File: config.mk
export PLATFORM = sky130hd
export DESIGN_NAME = if_fetch_unit
export DESIGN_NICKNAME = d
export VERILOG_FILES = /design/src/rtl/rv32i_pkg.sv /design/src/rtl/fetch_fifo.sv /design/src/rtl/if_fetch_unit.sv
export SDC_FILE = /design/constraint.sdc
export NUM_CORES = 1
export LEC_CHECK = 0
export ABC_AREA = 1
export CAP_MARGIN = 10
export CORE_UTILIZATION = 49
export DETAILED_ROUTE_END_ITERATION = 16
export HOLD_SLACK_MARGIN = 0.15
export PLACE_DENSITY = 0.79
export SETUP_SLACK_MARGIN = 0.5
export SYNTH_ARGS = -nofsm -noshare
export SYNTH_HDL_FRONTEND = slang
export SYNTH_SLANG_ARGS = --single-unit
File: constraint.sdc
create_clock -name CLK -period 6.1 [get_ports CLK]
set_clock_uncertainty 0.15 [all_clocks]
set_input_delay 0.61 -clock CLK [delete_from_list [all_inputs] [get_ports CLK]]
set_output_delay 0.61 -clock CLK [all_outputs]
set_load 0.02 [all_outputs]
File: src/rtl/rv32i_pkg.sv
// Shared types and defaults for the RV32I fetch front end.
// Word-indexed PCs throughout: byte address = pc * 4.
package rv32i_pkg;

  localparam logic [31:0] RESET_PC_DEFAULT = 32'h0000_0000;

  typedef struct packed {
    logic [31:0] pc;
    logic [31:0] instr;
  } fetch_entry_t;

  // stale is the LSB so a generic FIFO can flag it in place
  typedef struct packed {
    logic [31:0] pc;
    logic        stale;
  } inflight_t;

  function automatic logic [31:0] pc_next(input logic [31:0] pc);
    return pc + 32'd1;
  endfunction

endpackage

File: src/rtl/fetch_fifo.sv
// Small synchronous FIFO with occupancy count, flush, and an optional
// mark input that forces the LSB of every stored entry to 1.
module fetch_fifo
  import rv32i_pkg::*;
#(
  parameter int DATA_W  = 64,
  parameter int DEPTH   = 2,
  parameter bit MARK_EN = 1'b0
) (
  input  logic                   i_clk,
  input  logic                   i_rst_n,
  input  logic                   i_push,
  input  logic [DATA_W-1:0]      i_din,
  input  logic                   i_pop,
  input  logic                   i_flush,
  input  logic                   i_mark,
  output logic [DATA_W-1:0]      o_head,
  output logic [$clog2(DEPTH):0] o_count
);

  localparam int AW = $clog2(DEPTH);

  logic [DATA_W-1:0] r_mem [DEPTH];
  logic [AW-1:0]     r_rd_ptr;
  logic [AW-1:0]     r_wr_ptr;
  logic [AW:0]       r_count;
  logic [DEPTH-1:0]  r_mark;
  logic [DEPTH-1:0]  w_mark_nxt;
  logic              w_head_mark;

  // A freshly pushed entry is never marked, even if mark fires the same cycle
  always_comb begin
    w_mark_nxt = r_mark | {DEPTH{i_mark}};
    if (i_push) w_mark_nxt[r_wr_ptr] = 1'b0;
  end

  always_ff @(posedge i_clk or negedge i_rst_n) begin
    if (!i_rst_n) begin
      r_rd_ptr <= '0;
      r_wr_ptr <= '0;
      r_count  <= '0;
      r_mark   <= '0;
    end else if (i_flush) begin
      r_rd_ptr <= '0;
      r_wr_ptr <= '0;
      r_count  <= '0;
      r_mark   <= '0;
    end else begin
      if (i_push) r_wr_ptr <= r_wr_ptr + AW'(1);
      if (i_pop)  r_rd_ptr <= r_rd_ptr + AW'(1);
      r_count <= r_count + (AW+1)'(i_push) - (AW+1)'(i_pop);
      r_mark  <= w_mark_nxt;
    end
  end

  always_ff @(posedge i_clk) begin
    if (i_push && !i_flush) r_mem[r_wr_ptr] <= i_din;
  end

  assign w_head_mark = MARK_EN && r_mark[r_rd_ptr];
  assign o_head      = {r_mem[r_rd_ptr][DATA_W-1:1], r_mem[r_rd_ptr][0] | w_head_mark};
  assign o_count     = r_count;

endmodule

File: src/rtl/if_fetch_unit.sv
// Instruction-fetch stage: issues word-indexed requests to a synchronous
// instruction memory and presents buffered {valid, pc, instr} to IF/ID.
module if_fetch_unit
  import rv32i_pkg::*;
#(
  parameter logic [31:0] RESET_PC = RESET_PC_DEFAULT,
  parameter int          FB_DEPTH = 2
) (
  input  logic        CLK,
  input  logic        rst_n,
  input  logic        stall,
  input  logic        redirect,
  input  logic [31:0] redirect_pc,
  output logic        imem_req,
  output logic [31:0] imem_addr,
  input  logic        imem_gnt,
  input  logic        imem_rvalid,
  input  logic [31:0] imem_rdata,
  output logic        EN_PC_O,
  output logic [31:0] PC_O,
  output logic [31:0] instr_O
);

  localparam int CW = $clog2(FB_DEPTH) + 1;

  logic [31:0]   r_pc;
  fetch_entry_t  r_last;
  logic [CW-1:0] w_if_cnt;
  logic [CW-1:0] w_fb_cnt;
  logic [CW:0]   w_load;
  inflight_t     w_if_head;
  inflight_t     w_if_din;
  fetch_entry_t  w_fb_head;
  fetch_entry_t  w_fb_din;
  logic          w_issue;
  logic          w_if_pop;
  logic          w_fb_push;
  logic          w_fb_pop;
  logic          w_en;

  assign w_en     = (w_fb_cnt != '0);
  assign w_fb_pop = w_en && !stall && !redirect;

  // A head leaving this cycle frees its credit immediately, which is what
  // lets a FB_DEPTH=2 buffer sustain one instruction per cycle.
  assign w_load   = {1'b0, w_if_cnt} + {1'b0, w_fb_cnt} - (CW+1)'(w_fb_pop);
  assign imem_req = rst_n && !redirect && (w_load < (CW+1)'(FB_DEPTH));
  assign w_issue  = imem_req && imem_gnt;
  assign imem_addr = r_pc;

  assign w_if_pop  = imem_rvalid && (w_if_cnt != '0);
  assign w_fb_push = w_if_pop && !w_if_head.stale && !redirect;
  assign w_if_din  = '{pc: r_pc, stale: 1'b0};
  assign w_fb_din  = '{pc: w_if_head.pc, instr: imem_rdata};

  always_ff @(posedge CLK or negedge rst_n) begin
    if (!rst_n) begin
      r_pc <= RESET_PC;
    end else if (redirect) begin
      r_pc <= redirect_pc;
    end else if (w_issue) begin
      r_pc <= pc_next(r_pc);
    end
  end

  // Remembers the last presented head so outputs hold while the buffer is empty
  always_ff @(posedge CLK or negedge rst_n) begin
    if (!rst_n) begin
      r_last <= '0;
    end else if (w_en) begin
      r_last <= w_fb_head;
    end
  end

  fetch_fifo #(
    .DATA_W  ($bits(inflight_t)),
    .DEPTH   (FB_DEPTH),
    .MARK_EN (1'b1)
  ) u_inflight_q (
    .i_clk   (CLK),
    .i_rst_n (rst_n),
    .i_push  (w_issue),
    .i_din   (w_if_din),
    .i_pop   (w_if_pop),
    .i_flush (1'b0),
    .i_mark  (redirect),
    .o_head  (w_if_head),
    .o_count (w_if_cnt)
  );

  fetch_fifo #(
    .DATA_W  ($bits(fetch_entry_t)),
    .DEPTH   (FB_DEPTH),
    .MARK_EN (1'b0)
  ) u_fetch_buf (
    .i_clk   (CLK),
    .i_rst_n (rst_n),
    .i_push  (w_fb_push),
    .i_din   (w_fb_din),
    .i_pop   (w_fb_pop),
    .i_flush (redirect),
    .i_mark  (1'b0),
    .o_head  (w_fb_head),
    .o_count (w_fb_cnt)
  );

  assign EN_PC_O = w_en;
  assign PC_O    = w_en ? w_fb_head.pc    : r_last.pc;
  assign instr_O = w_en ? w_fb_head.instr : r_last.instr;

  a_rvalid_has_req: assert property (@(posedge CLK) disable iff (!rst_n)
    imem_rvalid |-> (w_if_cnt != '0));

  a_credit_bound: assert property (@(posedge CLK) disable iff (!rst_n)
    ({1'b0, w_if_cnt} + {1'b0, w_fb_cnt}) <= (CW+1)'(FB_DEPTH));

endmodule

# Word-level counts from Yosys, hierarchy flattened
# Memory sizes are Yosys's and may differ from the RTL's.
# Cells that the tools add are included.
dict set report word_totals {
  mem_bits_ro 0
  mem_bits_rw 192
  n_memories 2
  out_inout_bits 98
  latch_bits 0
  register_bits 106
  input_bits 70
}
dict set report op_classes {
  n_shift 0
  mul 0
  n_lt_le_gt_ge 4
  addsub 11
  muxes 18
  reduce_logical 18
  eq_ne 0
  div_mod_pow 0
  bitwise 4
}
# memory words width read_ports rd_ports_with_merged_regs write_ports line_no
set mem_list {}
lappend mem_list {u_fetch_buf.r_mem 2 64 1 0 1 fetch_fifo.sv:23} ;# logic [DATA_W-1:0] r_mem [DEPTH];
lappend mem_list {u_inflight_q.r_mem 2 32 1 0 1 fetch_fifo.sv:23}
# operator count
set op_table {}
lappend op_table {{$mux W32} 4}
lappend op_table {{$add A32 B1 Y32 const B} 1}
lappend op_table {{$mux W1} 11}
lappend op_table {{$logic_and A1 B1 Y1} 10}
lappend op_table {{$reduce_bool A2 Y1} 5}
lappend op_table {{$add A1 B1 Y1 const B} 4}
lappend op_table {{$add A2 B1 Y2} 2}
lappend op_table {{$lt A1 B2 Y1 const B} 2}
lappend op_table {{$mux W2} 2}
lappend op_table {{$sub A2 B1 Y2} 2}
lappend op_table {{$add A2 B2 Y3} 1}
lappend op_table {{$logic_not A1 Y1} 3}
lappend op_table {{$lt A3 B2 Y1 const B} 1}
lappend op_table {{$sub A3 B1 Y3} 1}
lappend op_table {{$and A2 B2 Y2} 1}
lappend op_table {{$not A2 Y2} 1}
lappend op_table {{$or A2 B2 Y2} 1}
lappend op_table {{$demux W1 S1} 1}
lappend op_table {{$ge A1 B1 Y1 const B} 1}
lappend op_table {{$or A1 B1 Y1 const A} 1}

# Logic depth before layout (Yosys ltp)
dict set report logic_depth {
  ltp_word 9
  mapped_depth 19
  ltp_nobuf 17
}

# Cells and area by module
# From an unflattened synthesis, not the netlist that was laid out.
dict set report hier_totals {
  cells_unflattened 1079
  hier_area_um2 12622.1
}
# mod area_each_um2 instances seq_area_each_um2 cells_each
set by_module_without_submodules {}
lappend by_module_without_submodules {{fetch_fifo at u_fetch_buf} 4986.0 1 3943.8 226}
lappend by_module_without_submodules {if_fetch_unit 4877.2 1 2402.3 643}
lappend by_module_without_submodules {{fetch_fifo at u_inflight_q} 2758.9 1 2132.0 210}

# Least setup slack after synthesis
# No wires, ideal clock.
dict set report synth_timing {
  kind {input -> register}
  from {input redirect}
  to {memory u_fetch_buf.r_mem[1][0] (enable)}
  setup_ps 564
  path_slack_ps -99
  cell_stages 5
  t_arrival_ps 5485
  path_buffers 2
  path_cell_list {inv_1 buf_2 buf_2 nand2_1 nor3_1}
}
dict set report synth_between {
  elab_chain_cells 5
}
# element line_no
set synth_lines {}
lappend synth_lines {{from (decl)} if_fetch_unit.sv:12} ;# input logic redirect,
lappend synth_lines {{$logic_not A1 Y1 (*)} {fetch_fifo.sv:57, if_fetch_unit.sv:52}}
lappend synth_lines {{$logic_and A1 B1 Y1} if_fetch_unit.sv:52} ;# assign w_fb_push = w_if_pop && !w_if_head.stale && !redirect;
lappend synth_lines {{$logic_and A1 B1 Y1 (*)} fetch_fifo.sv:57} ;# if (i_push && !i_flush) r_mem[r_wr_ptr] <= i_din;
lappend synth_lines {{$mux W1 (*)} fetch_fifo.sv:57}
lappend synth_lines {{$mux W1 (not written as such) (*)} fetch_fifo.sv:57}
lappend synth_lines {{to (decl)} fetch_fifo.sv:23}
# Every way passes the cells marked *; elsewhere a longest branch is shown, timed or not.

# Worst setup path in the final report
dict set report layout_timing {
  from {register u_fetch_buf.r_count[1] (netlist: u_fetch_buf.o_count[1])}
  to {output PC_O[16]}
}
dict set report layout_between {
  elab_chain_cells 2
}
# element line_no
set layout_lines {}
lappend layout_lines {{from (decl)} fetch_fifo.sv:26} ;# logic [AW:0] r_count;
lappend layout_lines {{from (signal assigned)} fetch_fifo.sv:51} ;# r_count <= r_count + (AW+1)'(i_push) - (AW+1)'(i_pop);
lappend layout_lines {{$reduce_bool A2 Y1} if_fetch_unit.sv:41} ;# assign w_en = (w_fb_cnt != '0);
lappend layout_lines {{$mux W32} if_fetch_unit.sv:108} ;# assign PC_O = w_en ? w_fb_head.pc : r_last.pc;
lappend layout_lines {{to (decl)} if_fetch_unit.sv:20} ;# output logic [31:0] PC_O,
# No other way between the ends.

==> metrics.md <==
| Metric | Value |
|---|---|
| Leakage power | `6.075 nW` |
| CP Data Required Time | `roughly 5300 ps` |
| CTS max path bufs | `3` |
| Max Freq | `0.2272 GHz` |
| Post-Syn Area per Cell | `about 11 µm²` |
| # hold bufs at CTS | `1` |
| CTS tree | `yes` |
| TritonRoute pass-1 iters | `7` |
| Residual DRC | `0` |
| Worst hold stages | `2` |
| Comb power frac | `29.0%` |
| Die W | `158.6 µm` |
| P per Cell Area | `roughly 420 mW/mm²` |
| Sw Pwr | `1.974 mW` |
| Synth unique cells | `27` |
| Pint | `4.329 mW` |
| Share of cells above drive strength 1 | `6.811%` |
| R2R depth | `13` |
| I/O pin count | `approximately 170` |
| Fillcell total | `1,784` |
| Crit Path Max Fanout | `65` |
| PortBufs | `about 170` |
| Hold WS | `366.0 ps` |
| Total GRT Usage | `21.90%` |
| Critical R2R Launch | `u_fetch_buf.o_count[1]$_DFF_PN0_` |
| Initial antenna violation count | `0` |
| Post-layout min period | `about 4400 ps` |
| Die ar. | `0.02516 mm²` |
| Sequential power share | `42.9%` |
| Crit Path Category | `reg -> out` |
| Period utilization | `72.15%` |
| Status | `completed` |
| Multi-input combinational cell area | `0.003201 mm²` |
| Clock power share | `28.0%` |
| CP startpoint kind | `flip-flop` |
| Mapped Area | `0.01202 mm²` |
| Post-CTS setup buffers | `0` |
| CTS sink cnt | `298` |
| Sequential-to-total area share from yosys stat | `70.03%` |
| Final hold vios | `0` |
| Area Growth Syn to Fin | `24.45%` |
| RSZ-0062 raised after global routing | `false` |
| Routed vias | `approximately 8,400` |
| Post-synthesis cell count | `between 1,000 and 1,500` |
| CTS clk-pin slew, worst paths | `60 ps` |
| Endpoints failing setup | `0` |
| Std cell rows | `56` |
| Antenna cells | `0` |
| Die Height | `158.6 µm` |
| FF+latch area | `0.008419 mm²` |
| Post_cts resized | `0` |
| Total grt overflow | `0` |
| Fin. max-slew vios | `0` |
| Core area | `0.02375 mm²` |
| Slew at the pin closest to its max-slew limit | `between 900 and 1000 ps` |
| Max-slew headroom | `~36%` |
| Gpl congestion | `between 0.8 and 0.9` |
| Synthesized net count | `1,183` |
| Skew-Pair Late Insertion Delay | `around 530 ps` |
| Nets@finish | `1,348` |
| Starting Density | `50.61%` |
| WP data arrival | `3640 ps` |
| R2r endpoint | `u_inflight_q.r_mem[1][20]$_DFFE_PP_` |
| Hpwl dp | `16.92 mm` |
| Root Driver | `clkbuf_16` |
| DRT antenna net count | `0` |
| WL final | `27.14 mm` |
| Hold Startpoint | `u_inflight_q.r_mark[0]$_DFF_PN0_` |
| Setup TNS | `0 ps` |
| Seq cells post-synth | `roughly 300` |
| Num CTS Buffers | `29` |
| VDD IR max | `0.2313 mV` |
| Largest net degree at the start of global routing | `66` |
| Worst hold-check path type | `reg -> reg` |
| Max cap viols | `0` |
| Flop2flop setup slack | `approximately 2400 ps` |
| Worst Setup End Kind | `output port` |
| Avg WL per Cell | `16.84 µm` |
| First-pass GRT wire length | `42.48 mm` |
| YS warnings | `0` |
| Vias in the first global route | `roughly 8,300` |
| Switching Fraction | `between 30 and 40%` |
| Htree depth | `1` |
| Worst hold endpoint | `u_inflight_q.r_mark[0]$_DFF_PN0_` |
| Vias per std cell | `between 5 and 6` |
| Iter 0 DRT Violations | `around 770` |
-- layer usage --
layer / wire [µm] / track usage, % / vias up
li1: - / - / 4017
met1: 11630 / 29.95 / 4036
met2: 12950 / 36.78 / 335
met3: 2049 / 3.266 / 46
met4: 512 / 5.586 / 0
met5: 0 / 0 / -
-- power groups by stage --
stage	Combinational [mW]	Sequential [mW]	Clock, mW
6_report	1.83	2.71	1.77
5_1_grt	1.99	2.74	1.88
4_1_cts	1.85	2.71	1.79
3_5_place_dp	1.83	2.74	0
3_3_place_gp	1.78	2.73	0
2_1_floorplan	0.972	2.73	0
-- synth_stat cells (all sizes together) --
cell / number / area share [%]
edfxtp: 192 / 48
inv: 56 / 1.7
nand3: 70 / 2.9
a21oi: 129 / 5.4
nor2: 127 / 4.5
nor3: 1 / 0.042
o22ai: 1 / 0.052
buf: 27 / 1.2
fa: 1 / 0.17
nand3b: 2 / 0.12
o21bai: 8 / 0.50
clkbuf: 20 / 0.62
nand2: 344 / 11
xor2: 6 / 0.44
dfrtp: 106 / 22
o21ai: 3 / 0.12
ha: 6 / 0.62
or2: 1 / 0.052
xnor2: 6 / 0.44
-- cell families after synthesis --
group / share of synthesized area [%]
buffers and inverters: 3.602
xor gates and xnor gates: 0.8744
adders and majority gates: 0.7911
AOI/OAI and AO/OA: 6.048
and+or+nand+nor: 18.65
DFF: 70.03
-- worst max-delay path by stage --
| stage | end | startpoint |
|---|---|---|
| after global routing | PC_O[16] | u_fetch_buf.o_count[1]$_DFF_PN0_ |
| after floorplan | u_fetch_buf.r_mem[0][0]$_DFFE_PP_ | redirect |
| after detailed placement | u_inflight_q.r_mem[1][20]$_DFFE_PP_ | redirect |
| after CTS | PC_O[16] | u_fetch_buf.o_count[1]$_DFF_PN0_ |
| after global placement | u_inflight_q.r_mem[1][23]$_DFFE_PP_ | redirect |
| final | PC_O[16] | u_fetch_buf.o_count[1]$_DFF_PN0_ |
-- cell usage in the layout (no fill, tap or decap), drive strengths merged --
cell / instances
nand2: 344
edfxtp: 192
clkdlybuf4s50: 166
a21oi: 129
nor2: 127
dfrtp: 106
nand3: 70
inv: 56
clkbuf: 39
buf: 14
clkinv: 9
o21bai: 8
xor2: 6
xnor2: 6
ha: 6
o21ai: 3
bufinv: 3
nand3b: 2
nor3: 1
or2: 1
o22ai: 1
fa: 1
clkinvlp: 1
dlygate4sd3: 1
-- state kept, by name, indices dropped and copies added (netlist names) --
name,flops
imem_addr,32
r_last,64
u_fetch_buf.o_count,2
u_fetch_buf.r_mem,128
u_fetch_buf.r_rd_ptr,1
u_fetch_buf.r_wr_ptr,1
u_inflight_q.o_count,2
u_inflight_q.r_mark,2
u_inflight_q.r_mem,64
u_inflight_q.r_rd_ptr,1
u_inflight_q.r_wr_ptr,1
-- layout make-up --
cell class	count	share of cell area, %
well taps	319	2.668
repair buffers	181	11.88
inverters	56	1.405
clock inverters	13	0.9368
flip-flops and latches	298	56.28
clock buffers	39	5.437
multi-input cells	705	21.40
-- metrics by stage --
| step | instances | cell area (µm²) | setup slack (ps) | total power, mW | utilization, % |
|---|---|---|---|---|---|
| 2_1_floorplan | 1106 | 12030 | 1660 | 3.699 | - |
| 3_3_place_gp | 1558 | 14000 | 1637 | 4.510 | 58.92 |
| 3_5_place_dp | 1558 | 14000 | 1584 | 4.572 | 58.92 |
| 4_1_cts | 1611 | 14960 | 1645 | 6.347 | 62.98 |
| 5_1_grt | 1611 | 14960 | 1509 | 6.614 | 62.98 |
| 6_report | 1611 | 14960 | 1699 | 6.303 | 62.98 |
-- worst max-delay path: stages, from the launching register on --
cell             delay, ps
dfrtp_1                450
nor2_4                  60
buf_4                  340
inv_2                  740
buf_4                  430
nor2_1                  80
a21oi_1                270
clkdlybuf4s50_1        670
Power figures use the tool's default switching activity.
